<file path="src/rtl/mdio_master.sv">
// MDIO (Clause 22 / Clause 45) management master: serialises one 32-bit frame
// word behind an optional preamble and captures 16 bits of read data from the PHY.
module mdio_master #(
    parameter int CLK_DIV      = 4,
    parameter int PREAMBLE_LEN = 32,
    parameter int TA_RELEASE   = 1
) (
    input  logic        clk,
    input  logic        reset,
    input  logic        mdio_start,
    input  logic [31:0] t_data,
    input  logic        mdio_in,
    output logic [15:0] rd_data,
    output logic        data_rdy,
    output logic        mdc,
    output logic        mdio_oe,
    output logic        mdio_out,
    output logic        busy,
    output logic        err
);

    localparam int              HALF     = CLK_DIV / 2;
    localparam int              DIV_W    = (HALF > 1) ? $clog2(HALF) : 1;
    localparam logic [DIV_W-1:0] DIV_LAST = DIV_W'(HALF - 1);
    localparam logic [5:0]      PRE_BITS = 6'(PREAMBLE_LEN);
    localparam logic [5:0]      LAST_BIT = 6'(PREAMBLE_LEN + 31);

    typedef enum logic [2:0] {
        IDLE,
        PRE,
        HDR,
        TA,
        DATA_W,
        DATA_R,
        DONE
    } state_t;

    state_t            state_q, state_d;
    logic [DIV_W-1:0]  div_q, div_d;
    logic [5:0]        bit_q, bit_d;
    logic [31:0]       shadow_q, shadow_d;
    logic [15:0]       shift_q, shift_d;
    logic [15:0]       rd_data_q, rd_data_d;
    logic              data_rdy_q, data_rdy_d;
    logic              mdc_q, mdc_d;
    logic              mdio_oe_q, mdio_oe_d;
    logic              mdio_out_q, mdio_out_d;
    logic              busy_q, busy_d;
    logic              err_q, err_d;

    logic              is_read;
    logic [5:0]        nxt_bit;
    logic [5:0]        frame_idx;
    state_t            nxt_state;
    logic              nxt_out;
    logic              nxt_oe;

    // Classify the bit that starts at the next mdc falling edge.
    always_comb begin
        is_read   = ((shadow_q[31:30] == 2'b01) && (shadow_q[29:28] == 2'b10)) ||
                    ((shadow_q[31:30] == 2'b00) && shadow_q[29]);
        nxt_bit   = bit_q + 6'd1;
        frame_idx = nxt_bit - PRE_BITS;
        nxt_state = DATA_W;
        if (int'(nxt_bit) < PREAMBLE_LEN) begin
            nxt_state = PRE;
        end else if (frame_idx < 6'd14) begin
            nxt_state = HDR;
        end else if ((frame_idx < 6'd16) && is_read) begin
            nxt_state = TA;
        end else if (is_read) begin
            nxt_state = DATA_R;
        end
        nxt_out = (nxt_state == PRE) ? 1'b1 : shadow_q[5'd31 - frame_idx[4:0]];
        case (nxt_state)
            TA:      nxt_oe = (TA_RELEASE != 0) ? 1'b0 : (frame_idx == 6'd14);
            DATA_R:  nxt_oe = 1'b0;
            default: nxt_oe = 1'b1;
        endcase
    end

    always_comb begin
        state_d    = state_q;
        div_d      = div_q;
        bit_d      = bit_q;
        shadow_d   = shadow_q;
        shift_d    = shift_q;
        rd_data_d  = rd_data_q;
        data_rdy_d = 1'b0;
        mdc_d      = mdc_q;
        mdio_oe_d  = mdio_oe_q;
        mdio_out_d = mdio_out_q;
        busy_d     = busy_q;
        err_d      = 1'b0;
        case (state_q)
            IDLE: begin
                if (mdio_start) begin
                    if (t_data[31]) begin
                        err_d = 1'b1;
                    end else begin
                        shadow_d   = t_data;
                        shift_d    = 16'd0;
                        busy_d     = 1'b1;
                        mdc_d      = 1'b0;
                        div_d      = '0;
                        bit_d      = 6'd0;
                        mdio_oe_d  = 1'b1;
                        mdio_out_d = (PREAMBLE_LEN > 0) ? 1'b1 : t_data[31];
                        state_d    = (PREAMBLE_LEN > 0) ? PRE : HDR;
                    end
                end
            end
            DONE: begin
                state_d = IDLE;
            end
            default: begin
                if (div_q == DIV_LAST) begin
                    div_d = '0;
                    mdc_d = ~mdc_q;
                    if (!mdc_q) begin
                        if (state_q == DATA_R) begin
                            shift_d = {shift_q[14:0], mdio_in};
                        end
                    end else if (bit_q == LAST_BIT) begin
                        // Last falling edge closes the frame; busy drops here.
                        state_d    = DONE;
                        busy_d     = 1'b0;
                        mdc_d      = 1'b0;
                        mdio_oe_d  = 1'b0;
                        mdio_out_d = 1'b0;
                        if (is_read) begin
                            rd_data_d  = shift_q;
                            data_rdy_d = 1'b1;
                        end
                    end else begin
                        bit_d      = nxt_bit;
                        state_d    = nxt_state;
                        mdio_out_d = nxt_out;
                        mdio_oe_d  = nxt_oe;
                    end
                end else begin
                    div_d = div_q + 1'b1;
                end
            end
        endcase
    end

    always_ff @(posedge clk or negedge reset) begin
        if (!reset) begin
            state_q    <= IDLE;
            div_q      <= '0;
            bit_q      <= 6'd0;
            shadow_q   <= 32'd0;
            shift_q    <= 16'd0;
            rd_data_q  <= 16'd0;
            data_rdy_q <= 1'b0;
            mdc_q      <= 1'b0;
            mdio_oe_q  <= 1'b0;
            mdio_out_q <= 1'b0;
            busy_q     <= 1'b0;
            err_q      <= 1'b0;
        end else begin
            state_q    <= state_d;
            div_q      <= div_d;
            bit_q      <= bit_d;
            shadow_q   <= shadow_d;
            shift_q    <= shift_d;
            rd_data_q  <= rd_data_d;
            data_rdy_q <= data_rdy_d;
            mdc_q      <= mdc_d;
            mdio_oe_q  <= mdio_oe_d;
            mdio_out_q <= mdio_out_d;
            busy_q     <= busy_d;
            err_q      <= err_d;
        end
    end

    assign rd_data  = rd_data_q;
    assign data_rdy = data_rdy_q;
    assign mdc      = mdc_q;
    assign mdio_oe  = mdio_oe_q;
    assign mdio_out = mdio_out_q;
    assign busy     = busy_q;
    assign err      = err_q;

endmodule

</file>
<file path="config.mk">
export PLATFORM = sky130hd
export DESIGN_NAME = mdio_master
export DESIGN_NICKNAME = d
export VERILOG_FILES = /design/src/rtl/mdio_master.sv
export SDC_FILE = /design/constraint.sdc
export NUM_CORES = 1
export LEC_CHECK = 0
export ABC_CLOCK_PERIOD_IN_PS = 2300
export CAP_MARGIN = 5
export CORE_MARGIN = 1.5
export CORE_UTILIZATION = 48
export DETAILED_ROUTE_END_ITERATION = 8
export HOLD_SLACK_MARGIN = 0.08
export PLACE_DENSITY = 0.81
export SYNTH_ARGS = -nofsm -noshare
export SYNTH_HDL_FRONTEND = slang
export SYNTH_SLANG_ARGS = --single-unit
</file>
<file path="constraint.sdc">
create_clock -name clk -period 2.3 [get_ports clk]
set_input_delay 0.69 -clock clk [delete_from_list [all_inputs] [get_ports clk]]
set_output_delay 0.69 -clock clk [all_outputs]
set_load 0.05 [all_outputs]
</file>
==> results.json, run 1 <==
{
  "grt_max_degree": 51,
  "slowest_stage": "clkdlybuf4s50_1",
  "clock_sinks": 79,
  "fp.dieW_um": 89.86,
  "startpoint_type": "flop",
  "setup_tns_ns": 0,
  "chipHeight_um": 89.86,
  "nFillCells": 619,
  "syn_nets": 400,
  "reg2reg_depth": 6,
  "seq_area_frac_synth": 0.5460,
  "cts_buffers": 9,
  "via_count": 2793,
  "timing.fmax_ghz": 0.4474,
  "grt_pass1_wl_um": 12580,
  "hold_violations": 0,
  "muxShareOfSynthArea": 0.1130,
  "p_leak_nw": 2.274,
  "synthAdderAreaFrac": 0.003455,
  "via_per_inst": 5.300,
  "finalCriticalPeriod_ns": 2.235,
  "place_hpwl_um": 5159,
  "ant_nets": 0,
  "synth_warnings": 0,
  "synth_top_family_by_area": "simple AND/OR/NAND/NOR gates",
  "cts_root_buffer": "clkbuf_8",
  "pre_cts_slack_ns": 0.05868,
  "drc": 0,
  "path_delay_family": "buffers and inverters",
  "r2r_setup_slack_ns": 0.18,
  "clk_latency_ns": 0.36,
  "diodes": 0,
  "hold_class": "in -> async",
  "start_util": 0.4966,
  "fin_skew_ns": 0.01638,
  "worstPathMaxFanout": 2,
  "io_buffers": 57,
  "rows": 31,
  "wl_um": 7312,
  "avgSynthCellArea_um2": 9.975,
  "syn_to_final_growth_pct": 24.98,
  "critPathArrivalTime_ns": 1.54,
  "post_dp_cell_area_um2": 4334,
  "final_layout_size_suffix_gt1_frac": 0.1051,
  "yosys.area_share.simple": 0.2004,
  "required_ns": 1.61,
  "finalCritPeriodShare": 0.9717,
  "cts_buffer_depth": 2,
  "grt_pass1_vias": 2798,
  "ys_types": 45,
  "wire_per_inst_um": 13.87,
  "syn_inst": 363,
  "grt.total_usage": 0.1930,
  "drtPass1Iterations": 4,
  "cts_tree": "built",
  "slew-limit-headroom": 0.5517,
  "cp_slowest_stage_delay_ns": 0.83,
  "nets": 460,
  "status": "finished, final reports clean",
  "reg2reg_to": "mdio_out$_DFFE_PN0P_",
  "ys_seq_elements": 79,
  "finalInstanceArea_um2": 4526,
  "cap_viol_max_count": 0,
  "cts_hold_buf": 0,
  "place_congestion": 0.8675,
  "dieArea_um2": 8074,
  "antenna_found_initial": 0,
  "setup_slack_ns": 0.06506,
  "synth_compound_area_frac": 0.09952,
  "p_total_mw": 2.523,
  "finalSetupViolCount": 0,
  "core-area_um2": 7292,
  "mostFrequentLayoutCell": "nand2_1",
  "h-tree-depth": 3,
  "syn_area_um2": 3621,
  "drv_slew": 0,
  "ios": 58,
  "synth-xor-area-share": 0.009675,
  "vdd_drop_max_mv": 0.2872,
  "clkTransAtPathRegs_ns": 0.09,
  "cts_resized": 0,
  "powerDensity_nw_per_um2": 557.6,
  "end_kind": "output pin",
  "mostFrequentLayoutCells": "nand2_1, dfrtp_1, clkdlybuf4s50_1",
  "dr.first_iter.drc_count": 155,
  "r2r-start": "bit_q[1]$_DFFE_PN0P_",
  "tightestPinTransition_ns": 0.6701,
  "path_class": "reg -> out",
  "worstPathCellList": "clkdlybuf4s50_1",
  "crit_buf_inv": 1,
  "rsz0062_at_grt": "no",
  "postCtsSetupBuffers": 0,
  "grt_overflow": 0
}
[cell type report]
class / count / area (um^2) / share of cell area
inverter: 2 / 7.507 / 0.001659
multi-input combinational: 262 / 1545 / 0.3414
tap: 99 / 123.9 / 0.02737
sequential: 79 / 1977 / 0.4368
clock inverter: 7 / 67.56 / 0.01493
timing repair buffer: 69 / 680.7 / 0.1504
clock buffer: 9 / 123.9 / 0.02737
[kinds of logic (layout without fill, tap and decap cells)]
| group | count (synthesis) | after routing |
|---|---|---|
| DFF | 79 | 79 |
| buffers and inverters | 22 | 87 |
| and+or+nand+nor | 172 | 172 |
| AOI/OAI and AO/OA | 57 | 57 |
| xor gates and xnor gates | 4 | 4 |
| muxes | 28 | 28 |
| adders and majority gates | 1 | 1 |
[state kept, by name, indices dropped and copies added (netlist names)]
name / flops
shadow_q: 31
rd_data: 16
shift_q: 16
bit_q: 6
state_q: 3
busy: 1
data_rdy: 1
div_q: 1
err: 1
mdc: 1
mdio_oe: 1
mdio_out: 1
[power by group]
part	total (mW)	internal [mW]	switching, mW	leakage, nW
sequential	1.42	1.41	0.0115	0.983
combinational	0.132	0.0758	0.0562	1.20
clock	0.971	0.413	0.557	0.0932
[worst register-to-register path: stages (launching register included)]
cell	delay, ns
dfrtp_1	0.43
ha_1	0.41
buf_4	0.20
or4b_2	0.63
o211ai_1	0.12
o211ai_1	0.12
o211ai_1	0.12
[routing by layer]
layer | GRT usage | part of all wire | up-vias
li1 | - | - | 1358
met1 | 0.2663 | 0.47 | 1341
met2 | 0.2983 | 0.46 | 86
met3 | 0.03299 | 0.051 | 8
met4 | 0.09127 | 0.015 | 0
met5 | 0 | 0 | -
[cell usage after synthesis, drive strengths merged]
master / instances / area [um^2]
nand4b: 1 / 8.760
or2: 2 / 12.52
o211a: 1 / 10.01
o221ai: 3 / 26.28
dfrtp: 79 / 1977
nand3: 4 / 20.02
a31oi: 2 / 12.51
nand2: 140 / 525.5
mux4: 7 / 176.4
mux2i: 3 / 30.03
o21ai: 27 / 135.1
xor2: 3 / 26.28
nor3: 6 / 41.29
o31ai: 1 / 7.510
a221o: 1 / 10.01
o21a: 2 / 15.01
and4: 1 / 8.760
inv: 2 / 7.510
or3: 2 / 12.51
a21oi: 7 / 38.79
a21boi: 1 / 7.510
a22o: 4 / 35.03
mux2: 18 / 202.7
and3: 1 / 6.260
buf: 6 / 41.28
or4b: 1 / 10.01
and2: 1 / 6.260
nor2: 4 / 15.01
clkbuf: 14 / 52.55
nor4b: 1 / 8.760
o211ai: 4 / 30.03
o22ai: 1 / 6.260
ha: 1 / 12.51
xnor2: 1 / 8.760
nand2b: 4 / 25.02
a221oi: 1 / 8.760
nor2b: 4 / 25.02
a32oi: 2 / 17.52
[metrics by stage]
step / std cells / utilization / hold WS [ns]
finish: 527 / 0.6206 / 0.2586
global route: 527 / 0.6206 / 0.2854
CTS: 527 / 0.6206 / 0.2556
detailed placement: 511 / 0.5944 / 0.4587
global placement: 511 / 0.5944 / 0.4505
floorplan: 363 / - / 0.3944
[how the worst max path moves through the flow]
stage	cells after the start	slack [ns]	from	to
4_1_cts	1	0.03	rd_data[1]$_DFFE_PN0P_	rd_data[1]
3_5_place_dp	6	0.06	t_data[31]	shadow_q[3]$_DFFE_PN0P_
3_3_place_gp	6	0.12	t_data[31]	shadow_q[7]$_DFFE_PN0P_
5_1_grt	1	0.01	rd_data[1]$_DFFE_PN0P_	rd_data[1]
6_report	1	0.07	rd_data[1]$_DFFE_PN0P_	rd_data[1]
2_1_floorplan	6	0.13	bit_q[0]$_DFFE_PN0P_	mdio_out$_DFFE_PN0P_
Note: power is estimated with default switching activity, not from simulation.
==> inputs of run 2 (changes only) <==
--- a/config.mk
+++ b/config.mk
@@ -9,6 +9,7 @@
 export CAP_MARGIN = 5
 export CORE_MARGIN = 1.5
 export CORE_UTILIZATION = 48
+export CTS_BUF_LIST = sky130_fd_sc_hd__clkbuf_8 sky130_fd_sc_hd__clkbuf_16
 export DETAILED_ROUTE_END_ITERATION = 8
 export HOLD_SLACK_MARGIN = 0.08
 export PLACE_DENSITY = 0.81
==> results of run 2 <==
Final layout, timing and power as in run 1 (identical DEF).
==> inputs of run 3 (changes only) <==
--- a/config.mk
+++ b/config.mk
@@ -10,6 +10,7 @@
 export CORE_MARGIN = 1.5
 export CORE_UTILIZATION = 48
 export CTS_BUF_LIST = sky130_fd_sc_hd__clkbuf_8 sky130_fd_sc_hd__clkbuf_16
+export CTS_CLUSTER_DIAMETER = 150
 export DETAILED_ROUTE_END_ITERATION = 8
 export HOLD_SLACK_MARGIN = 0.08
 export PLACE_DENSITY = 0.81
==> results of run 3 <==
Final layout, timing and power as in run 1 (identical DEF).
